`config.mk`:
```
export PLATFORM = sky130hd
export DESIGN_NAME = pulse_statistic
export DESIGN_NICKNAME = d
export VERILOG_FILES = /design/src/rtl/pulse_statistic_pkg.sv /design/src/rtl/pulse_rate_divider.sv /design/src/rtl/pulse_statistic.sv
export SDC_FILE = /design/constraint.sdc
export NUM_CORES = 1
export LEC_CHECK = 0
export CAP_MARGIN = 20
export CORE_ASPECT_RATIO = 2
export CORE_MARGIN = 1
export CORE_UTILIZATION = 45
export CTS_CLUSTER_DIAMETER = 60
export DETAILED_ROUTE_END_ITERATION = 6
export DONT_BUFFER_PORTS = 1
export GPL_TIMING_DRIVEN = 0
export PLACE_DENSITY = 0.67
export SYNTH_ARGS = -nofsm -noshare
export SYNTH_HDL_FRONTEND = slang
export SYNTH_HIERARCHICAL = 1
export SYNTH_SLANG_ARGS = --single-unit
```
`constraint.sdc`:
```
create_clock -name clk -period 4.5 [get_ports clk]
set_input_delay 0.675 -clock clk [delete_from_list [all_inputs] [get_ports clk]]
set_output_delay 0.675 -clock clk [all_outputs]
set_load 0.01 [all_outputs]
```
`src/rtl/pulse_statistic_pkg.sv`:
```
// Shared types and constants for the pulse classifier and its rate divider.
package pulse_statistic_pkg;
   localparam int CNT_W   = 16;
   localparam int RATE_W  = 8;
   localparam int NUM_W   = 23;
   localparam int PERCENT = 100;
   localparam int N_CLASS = 4;

   typedef enum logic [1:0] {
      ST_IDLE      = 2'd0,
      ST_OPEN_WAIT = 2'd1,
      ST_DISCHARGE = 2'd2
   } state_t;

   typedef enum logic [1:0] {
      CLS_NORMAL = 2'd0,
      CLS_ARC    = 2'd1,
      CLS_OPEN   = 2'd2,
      CLS_SHORT  = 2'd3
   } class_t;

   function automatic logic [CNT_W-1:0] sat_inc(input logic [CNT_W-1:0] v);
      return (v == {CNT_W{1'b1}}) ? v : v + 1'b1;
   endfunction
endpackage

```
`src/rtl/pulse_rate_divider.sv`:
```
// Sequential unsigned divider returning floor(num/den) for a quotient known to be <= 100.
module pulse_rate_divider
   import pulse_statistic_pkg::*;
(
   input  logic              clk,
   input  logic              rst,
   input  logic              start_i,
   input  logic [NUM_W-1:0]  num_i,
   input  logic [CNT_W-1:0]  den_i,
   output logic              done_o,
   output logic [RATE_W-1:0] quot_o
);
   logic              busy_q;
   logic              done_q;
   logic [2:0]        step_q;
   logic [NUM_W-1:0]  rem_q, rem_d;
   logic [CNT_W-1:0]  den_q;
   logic [RATE_W-2:0] quot_q, quot_d;
   logic [NUM_W-1:0]  trial;

   // count <= total keeps the quotient under 128, so only seven restoring steps are needed.
   always_comb begin
      trial  = NUM_W'(den_q) << step_q;
      rem_d  = rem_q;
      quot_d = quot_q;
      if (rem_q >= trial) begin
         rem_d  = rem_q - trial;
         quot_d = quot_q | ((RATE_W-1)'(1) << step_q);
      end
   end

   always_ff @(posedge clk) begin
      if (rst) begin
         busy_q <= 1'b0;
         done_q <= 1'b0;
         step_q <= '0;
         rem_q  <= '0;
         den_q  <= '0;
         quot_q <= '0;
      end else begin
         done_q <= 1'b0;
         if (start_i && !busy_q) begin
            busy_q <= 1'b1;
            step_q <= 3'd6;
            rem_q  <= num_i;
            den_q  <= den_i;
            quot_q <= '0;
         end else if (busy_q) begin
            rem_q  <= rem_d;
            quot_q <= quot_d;
            if (step_q == 3'd0) begin
               busy_q <= 1'b0;
               done_q <= 1'b1;
            end else begin
               step_q <= step_q - 3'd1;
            end
         end
      end
   end

   assign done_o = done_q;
   assign quot_o = (den_q == '0) ? '0 : {1'b0, quot_q};
endmodule

```
`src/rtl/pulse_statistic.sv`:
```
// EDM gap pulse classifier with per-window class percentages.
// Optional output total_pulse_count is enabled by defining PULSE_STATISTIC_COUNT_EN.
module pulse_statistic
   import pulse_statistic_pkg::*;
#(
   parameter logic signed [15:0] V_OPEN                 = 16'sd60,
   parameter logic signed [15:0] V_SHORT                = 16'sd5,
   parameter logic signed [15:0] I_DISCHARGE            = 16'sd10,
   parameter logic [CNT_W-1:0]   NORMAL_DISCHARGE_DELAY = 16'd10
) (
   input  logic               clk,
   input  logic               rst,
   input  logic signed [15:0] sample_current,
   input  logic signed [15:0] sample_voltage,
   input  logic               is_machine,
   input  logic               feedback_finished,
   output logic [RATE_W-1:0]  normal_pulse_rate,
   output logic [RATE_W-1:0]  arc_pulse_rate,
   output logic [RATE_W-1:0]  open_pulse_rate,
   output logic [RATE_W-1:0]  short_pulse_rate
`ifdef PULSE_STATISTIC_COUNT_EN
   ,
   output logic [CNT_W-1:0]   total_pulse_count
`endif
);
   state_t           state_q, state_d;
   class_t           cls_q, cls_d, pulse_cls;
   logic [CNT_W-1:0] delay_q, delay_d;
   logic             pulse_done;
   logic             dis, opn, sht, interval;

   logic [CNT_W-1:0]  total_q, snap_total_q;
   logic [CNT_W-1:0]  snap_cnt [N_CLASS];
   logic [RATE_W-1:0] res_q  [N_CLASS];
   logic [RATE_W-1:0] rate_q [N_CLASS];
   logic              div_active_q, start_q;
   logic [1:0]        div_idx_q;
   logic              div_done;
   logic [RATE_W-1:0] div_quot;
   logic              strobe_accept, total_full;

   assign dis      = sample_current >= I_DISCHARGE;
   assign opn      = sample_voltage >= V_OPEN;
   assign sht      = sample_voltage < V_SHORT;
   assign interval = !dis && sht;

   always_comb begin
      state_d    = state_q;
      cls_d      = cls_q;
      delay_d    = delay_q;
      pulse_done = 1'b0;
      pulse_cls  = cls_q;
      if (!is_machine) begin
         state_d = ST_IDLE;
      end else begin
         case (state_q)
            ST_IDLE: begin
               if (dis) begin
                  state_d = ST_DISCHARGE;
                  cls_d   = sht ? CLS_SHORT : CLS_ARC;
               end else if (opn) begin
                  state_d = ST_OPEN_WAIT;
                  delay_d = CNT_W'(1);
               end
            end
            ST_OPEN_WAIT: begin
               if (dis) begin
                  state_d = ST_DISCHARGE;
                  if (sht)                                    cls_d = CLS_SHORT;
                  else if (delay_q >= NORMAL_DISCHARGE_DELAY) cls_d = CLS_NORMAL;
                  else                                        cls_d = CLS_ARC;
               end else if (interval) begin
                  state_d    = ST_IDLE;
                  pulse_done = 1'b1;
                  pulse_cls  = CLS_OPEN;
               end else begin
                  delay_d = sat_inc(delay_q);
               end
            end
            ST_DISCHARGE: begin
               if (interval) begin
                  state_d    = ST_IDLE;
                  pulse_done = 1'b1;
               end
            end
            default: state_d = ST_IDLE;
         endcase
      end
   end

   assign strobe_accept = feedback_finished && !div_active_q;
   assign total_full    = (total_q == {CNT_W{1'b1}});

   // A pulse ending in the strobe cycle seeds the fresh window.
   genvar gi;
   for (gi = 0; gi < N_CLASS; gi++) begin : g_class
      logic [CNT_W-1:0] cnt_q, snap_q;
      logic             hit;
      assign hit          = pulse_done && (pulse_cls == class_t'(gi));
      assign snap_cnt[gi] = snap_q;
      always_ff @(posedge clk) begin
         if (rst) begin
            cnt_q  <= '0;
            snap_q <= '0;
         end else if (strobe_accept) begin
            snap_q <= cnt_q;
            cnt_q  <= hit ? CNT_W'(1) : '0;
         end else if (hit && !total_full) begin
            cnt_q <= cnt_q + 1'b1;
         end
      end
   end

   pulse_rate_divider u_div (
      .clk     (clk),
      .rst     (rst),
      .start_i (start_q),
      .num_i   (NUM_W'(snap_cnt[div_idx_q]) * NUM_W'(PERCENT)),
      .den_i   (snap_total_q),
      .done_o  (div_done),
      .quot_o  (div_quot)
   );

   always_ff @(posedge clk) begin
      if (rst) begin
         state_q      <= ST_IDLE;
         cls_q        <= CLS_NORMAL;
         delay_q      <= '0;
         total_q      <= '0;
         snap_total_q <= '0;
         div_active_q <= 1'b0;
         start_q      <= 1'b0;
         div_idx_q    <= '0;
         for (int k = 0; k < N_CLASS; k++) begin
            res_q[k]  <= '0;
            rate_q[k] <= '0;
         end
      end else begin
         state_q <= state_d;
         cls_q   <= cls_d;
         delay_q <= delay_d;
         start_q <= 1'b0;
         if (strobe_accept) begin
            snap_total_q <= total_q;
            total_q      <= pulse_done ? CNT_W'(1) : '0;
            div_active_q <= 1'b1;
            div_idx_q    <= '0;
            start_q      <= 1'b1;
         end else if (pulse_done && !total_full) begin
            total_q <= total_q + 1'b1;
         end
         if (div_done) begin
            if (div_idx_q == 2'd3) begin
               for (int k = 0; k < N_CLASS - 1; k++) rate_q[k] <= res_q[k];
               rate_q[N_CLASS-1] <= div_quot;
               div_active_q      <= 1'b0;
            end else begin
               res_q[div_idx_q] <= div_quot;
               div_idx_q        <= div_idx_q + 2'd1;
               start_q          <= 1'b1;
            end
         end
      end
   end

   assign normal_pulse_rate = rate_q[CLS_NORMAL];
   assign arc_pulse_rate    = rate_q[CLS_ARC];
   assign open_pulse_rate   = rate_q[CLS_OPEN];
   assign short_pulse_rate  = rate_q[CLS_SHORT];

`ifdef PULSE_STATISTIC_COUNT_EN
   logic [CNT_W-1:0] total_cnt_q;
   always_ff @(posedge clk) begin
      if (rst)                                total_cnt_q <= '0;
      else if (div_done && div_idx_q == 2'd3) total_cnt_q <= snap_total_q;
   end
   assign total_pulse_count = total_cnt_q;
`endif
endmodule

```
## Yosys cells after proc, flatten, opt, wreduce, memory -nomap -nowiden

Memories as Yosys holds them, arrays and structs flattened.
Index checks and enable logic that the tools add are counted.

| word-level totals | value |
|---|---|
| register bits after elaboration | 235 |
| word-level logic and storage cells | 188 |
| memories kept | 2 |
| output and inout port bits | 32 |
| bits of input ports | 36 |
| bits in writable memories | 60 |

Memory list:

| memory | words | bits a word | rd ports | clocked after Yosys merged registers in | write ports | RTL line | source |
|---|---|---|---|---|---|---|---|
| rate_q | 4 | 8 | 4 | 0 | 4 | pulse_statistic.sv:35 | `logic [RATE_W-1:0] rate_q [N_CLASS];` |
| res_q | 4 | 7 | 3 | 0 | 4 | pulse_statistic.sv:34 | `logic [RATE_W-1:0] res_q [N_CLASS];` |

| operators by class | value |
|---|---|
| multiplexer cells | 80 |
| equality and inequality tests | 17 |
| $mul | 1 |
| magnitude comparators | 6 |
| add/subtract/negate cells | 9 |
| reductions and logical operators | 38 |
| bitwise gates (word level) | 9 |
| shift operators | 2 |

Operator list:

| operator | count |
|---|---|
| two-way mux 16 bit | 17 |
| adder 16 x 1 -> 16 bit, second input constant | 6 |
| two-way mux 23 bit | 3 |
| binary-select mux 16 bit (select 2 bit) | 1 |
| equality test 16 bit, second input constant | 2 |
| two-way mux 2 bit | 16 |
| two-way mux 8 bit | 4 |
| one-hot mux 16 bit (2 select lines) | 1 |
| two-way mux 1 bit | 30 |
| greater-or-equal comparator 23 bit | 1 |
| << shifter 16 x 3 -> 23 bit | 1 |
| subtractor 23 bit | 1 |
| multiplier 16 x 5 -> 21 bit, second input constant | 1 |
| greater-or-equal comparator 16 x 4 -> 1 bit, second input constant | 1 |
| greater-or-equal comparator 16 x 5 -> 1 bit, second input constant | 1 |
| greater-or-equal comparator 16 x 7 -> 1 bit, second input constant | 1 |
| zero test 16 bit | 1 |
| < comparator 16 x 4 -> 1 bit, second input constant | 1 |
| nonzero test 2 bit | 8 |
| two-way mux 7 bit | 2 |
| != test 2 bit, second input constant | 7 |
| logical AND 1 bit | 12 |
| two-way mux 3 bit | 3 |
| equality test 2 bit, second input constant | 4 |
| 23 further kinds | 37 |

## Depth between registers and ports, before layout

| depth | value |
|---|---|
| depth in word-level cells | 12 |
| depth in mapped cells | 19 |
| depth with buffers taken out | 17 |

## Hierarchy

Netlist, hierarchy kept.

By module, submodules not included:

| module | seq. area each (sq um) | instances | area each (sq um) | cells each |
|---|---|---|---|---|
| pulse_statistic | 5365.1 | 1 | 12281.8 | 1366 |
| pulse_rate_divider | 1021.0 | 1 | 4006.3 | 513 |

## Worst setup path before layout

Ideal clock, no wire load.

| timing | value |
|---|---|
| path type | register -> register |
| start point | reg div_idx_q[0] |
| end point | reg u_div.rem_q[22] |
| path slack | -241 ps |
| arrival time | 4671 ps |
| path buffers | 1 |
| cell stages (with the launch flop) | 19 |
| setup time | 70 ps |
| clock period less this slack | 4741 ps |
| required time | 4430 ps |
| cells stage by stage | dfxtp_1 clkbuf_1 mux4_2 ha_1 ha_1 inv_1 fa_1 inv_1 ha_1 nand3_1 o2111ai_1 a31oi_1 a31oi_1 or4_1 nand3_1 mux2_2 o21ai_0 a311o_1 a21oi_1 |

| on the way | value |
|---|---|
| cells in the longest elaborated chain, start to end | 6 |

RTL lines:

| what | RTL line | source |
|---|---|---|
| start: declaration | pulse_statistic.sv:37 | `logic [1:0] div_idx_q;` |
| start signal: assignment | pulse_statistic.sv:159 | `div_idx_q <= div_idx_q + 2'd1;` |
| NOT 2 -> 3 bit (not written as such) | pulse_statistic.sv:118 | `.num_i (NUM_W'(snap_cnt[div_idx_q]) * NUM_W'(PERCENT)),` |
| binary-select mux 16 bit (select 2 bit) | pulse_statistic.sv:118 |  |
| two-way mux 16 bit (not written as such) (2 in a row) | pulse_statistic.sv:118 |  |
| multiplier 16 x 5 -> 21 bit | pulse_statistic.sv:118 |  |
| two-way mux 23 bit | pulse_rate_divider.sv:42 | `if (start_i && !busy_q) begin` |
| end signal: assignment | pulse_rate_divider.sv:45 | `rem_q <= num_i;` |
| end signal: assignment | pulse_rate_divider.sv:49 | `rem_q <= rem_d;` |
| end: declaration | pulse_rate_divider.sv:16 | `logic [NUM_W-1:0] rem_q, rem_d;` |

No other way between the ends. The select of a mux whose other input is x is not followed.
A chain may end at the register's enable or synchronous reset.

## Final worst setup path

Same ends and word-level chain as after synthesis.

==> results by group <==
Status
  – Status: completed

Global route
  – Grt total ovfl: 0
  – Initial antenna violation count: 0
  – Largest net degree at the start of global routing: 34
  – GRT Total Usage: 27.5%
  – Vias in the first global route: between 10000 and 15000
  – Global-route wire length before repair: 77700 um

Yosys
  – Yosys top cell by area: dfxtp_1
  – Synth top area share: 28.9%
  – YS warnings: 6
  – Gate count of the mapped netlist: 1879
  – #FFs+latches synth: slightly below 300
  – Top cells by area, synth: dfxtp_1, edfxtp_1, ha_1
  – Number of flops mapped to enable cells by yosys: between 50 and 60
  – Post-synthesis sequential area ratio: between 30 and 40%
  – Netlist cell types: 72
  – Synthesized cell area: 0.0163 mm2
  – Avg Cell Area, Syn: 8.67 um2
  – Top FF cell, synth: dfxtp_1
  – Ys async rst share: 0%

Power
  – P per Cell Area: 338 mW/mm2
  – Peak VDD IR: 399 uV
  – Leak: between 6 and 7 nW
  – Power Total: about 6.2 mW

Min path
  – Worst Min Path Start: feedback_finished
  – Worst hold path class: in -> reg
  – Worst hold stages: 2
  – Hold endpoint: div_active_q$_SDFF_PP0_

Worst setup path
  – CP peak stage delay: about 600 ps
  – Crit path required time: 5000 ps
  – Crit path kind: reg -> reg
  – CP cell instances: clkbuf_16, mux4_2, ha_4, ha_1, fa_1, ha_4, nor3_4, o2111ai_4, a31oi_4, a31oi_4, or4_4, nand3_4, mux2_4, o21ai_1, a311o_1, a21oi_1
  – Terminus of the critical flop-to-flop path: u_div/rem_q[22]$_SDFFE_PP0P_
  – Reg2Reg Setup Slack: 70 ps
  – Reg2reg path depth: 16
  – Origin of the critical flop-to-flop path: div_idx_q[0]$_SDFF_PP0_
  – CP delay by family, top: adder cells
  – Endpoint type of the worst setup path: flip-flop
  – Critical Path Start Type: flip-flop
  – CP Buf/Inv Count: 1
  – Critical Path AT: slightly below 5000 ps
  – Worst path slowest cell: mux4_2
  – Crit Path Max Fanout: 5

CTS
  – Num CTS Buffers: 26
  – Clock transition at path regs: 70 ps
  – Root Buffer: clkbuf_16
  – CTS tree: done
  – CTS Buffer Depth: 3
  – Worst skew pair latency: 560 ps
  – # H-tree levels: 1
  – Clk sink count: 291

Placed design
  – Cells after DPL: 2333
  – Final RePlAce weighted congestion: 0.970
  – Port buffer count: 0
  – Hpwl dp: 38600 um
  – DP Worst Slack: -872 ps

Job
  – MaxCap Viol Count: 0

Layout
  – Fin nets: 2072
  – Final Instance Count excl. Fillers: 2403
  – Layout cells sized above 1: 9.78%
  – P&R area growth vs syn: 13.1%
  – Fill cells: 3291
  – Core Util, Final: between 50 and 60%
  – # diodes: 0

Die
  – Cell Rows: 98
  – I/O pin cnt: 68
  – Die area: 0.0370 mm2
  – Core area: 0.0357 mm2
  – Die width: between 100 and 150 um
  – Die Ht: approximately 270 um
  – Starting density of the core: between 40% and 50%

Timing
  – Max-slew violation count: 0
  – RSZ-0062 raised after global routing: true
  – Final number of hold-violating endpoints: 0
  – Worst Setup Slack, final: 67.3 ps
  – Least-Margin Pin Slew: ~900 ps
  – Final Critical Period: 4430 ps
  – Slew HR: 41.4%
  – Maximum clock frequency: 0.226 GHz
  – # setup viols final: 0
  – Setup Skew: 19.3 ps
  – Tcrit/Tclk final: 98.5%
  – Total negative setup slack: 0 ps

Detailed routing
  – Final wirelength: 50000 um
  – Drt pass-1 iters: 6
  – Residual DRC count: 0
  – WL met3: 1850 um
  – Vias per cell: 6.04
  – Routed length on met2: between 20000 and 30000 um
  – Via count: between 10000 and 15000
  – WL/cell: 20.8 um
  – DR iter-0 viols: 921
  – Highest routed layer: met4
  – Met1 WL: about 16000 um
  – Routed Antenna Nets: 0
## area by class of cell
type | count | area, um2 | share of cell area (%)
sequential | 291 | 6390 | 34.7
tap | 450 | 563 | 3.06
clock inverter | 14 | 196 | 1.07
inverter | 66 | 248 | 1.34
multi-input combinational | 1413 | 9590 | 52.1
timing repair buffer | 26 | 198 | 1.07
clock buffer | 34 | 704 | 3.82
buffer | 109 | 534 | 2.90
## logic make-up (layout without fill, tap and decap cells)
| logic type | count (synthesis) | after routing | share of synthesized area (%) |
|---|---|---|---|
| adders and majority gates | 103 | 103 | 8.47 |
| buffers and inverters | 176 | 249 | 4.42 |
| other | 2 | 3 | 0.0461 |
| AOI/OAI and AO/OA | 396 | 396 | 15.4 |
| xor gates and xnor gates | 29 | 29 | 1.56 |
| muxes | 65 | 65 | 5.70 |
| and+or+nand+nor | 817 | 817 | 25.2 |
| DFF | 291 | 291 | 39.2 |
## timing repair
action / 4_1_cts / 5_1_grt
buffers inserted: 18 / 4
hold buffers: 0 / 0
gates resized for setup: 59 / 24
pin swaps: 22 / 9
gates cloned: 1 / 0
setup endpoints to repair: 30 / 30
## layer usage
metal	track usage, %	vias up
met1	23.7	6846
li1	-	6923
met5	0	-
met4	27.2	0
met3	3.19	255
met2	52.0	480
## Yosys cell counts (41+ instances only)
library cell and n:
a21oi_1 194, and2_1 76, clkbuf_1 82, dfxtp_1 235, edfxtp_1 56, ha_1 91
inv_1 66, mux2i_1 41, nand2_1 303, nand3_1 59, nor2_1 103, nor3_1 49
## power by group
part           internal (mW)  leakage, nW  total [mW]  switching [mW]
registers               2.71         2.48        2.75          0.0417
clock network           1.35        0.441        2.38            1.03
logic                  0.382         3.89        1.09           0.707
total                   4.44         6.81        6.22            1.78
## flip-flops by register name, summed over array words and instances, names as in the netlist, 2 cells and up
register / flops
g_class.cnt_q: 64
g_class.snap_q: 64
rate_q: 32
res_q: 24
u_div/rem_q: 23
delay_q: 16
snap_total_q: 16
total_q: 16
u_div/den_q: 16
u_div/quot_q: 7
u_div/step_q: 3
cls_q: 2
div_idx_q: 2
state_q: 2
## metrics by stage
stage          area [um2]  hold slack [ps]
2_1_floorplan       16300              428
4_1_cts             18300              234
6_report            18400              250
3_5_place_dp        16900              445
3_3_place_gp        16900              440
5_1_grt             18400              252
## how the worst max path moves through the flow
| stage | startpoint | endpoint | cells after the start |
|---|---|---|---|
| 4_1_cts | div_idx_q[0]$_SDFF_PP0_ | u_div/rem_q[22]$_SDFFE_PP0P_ | 18 |
| 2_1_floorplan | div_idx_q[0]$_SDFF_PP0_ | u_div/rem_q[22]$_SDFFE_PP0P_ | 18 |
| 3_5_place_dp | div_idx_q[1]$_SDFF_PP0_ | u_div/rem_q[22]$_SDFFE_PP0P_ | 17 |
| 5_1_grt | u_div/step_q[1]$_SDFFE_PP0P_ | u_div/rem_q[7]$_SDFFE_PP0P_ | 16 |
| 6_report | div_idx_q[0]$_SDFF_PP0_ | u_div/rem_q[22]$_SDFFE_PP0P_ | 16 |
| 3_3_place_gp | div_idx_q[1]$_SDFF_PP0_ | u_div/rem_q[22]$_SDFFE_PP0P_ | 17 |
## placed cells by master, fill, tap and decap left out, types with 6 or more instances in the layout
master     netlist  final
a211oi_1        14     12
a21o_1           8      8
a21oi_1        194    191
a31oi_1         32     29
a41o_1          15     15
and2_1          76     76
and3_1          26     25
and4_1          10     10
buf_2           13     18
buf_4            1     22
buf_6            5      6
clkbuf_1        82     81
clkbuf_16        0     27
dfxtp_1        235    233
edfxtp_1        56     56
fa_1            12     10
ha_1            91     73
ha_4             0     16
inv_1           66     64
mux2i_1         41     37
mux4_2          22     22
nand2_1        303    302
nand2b_1        18     17
nand3_1         59     55
nand4_1         37     37
nor2_1         103    102
nor2b_1         12     12
nor3_1          49     47
nor4_1          34     34
o211ai_1        12     12
o21ai_0         39     37
o311ai_0         8      8
o31ai_1         33     33
or2_2            6      6
or3_1           27     27
or4_1           39     38
xnor2_1         15     15
xor2_1          14     14
Power figures use the tool's default switching activity.
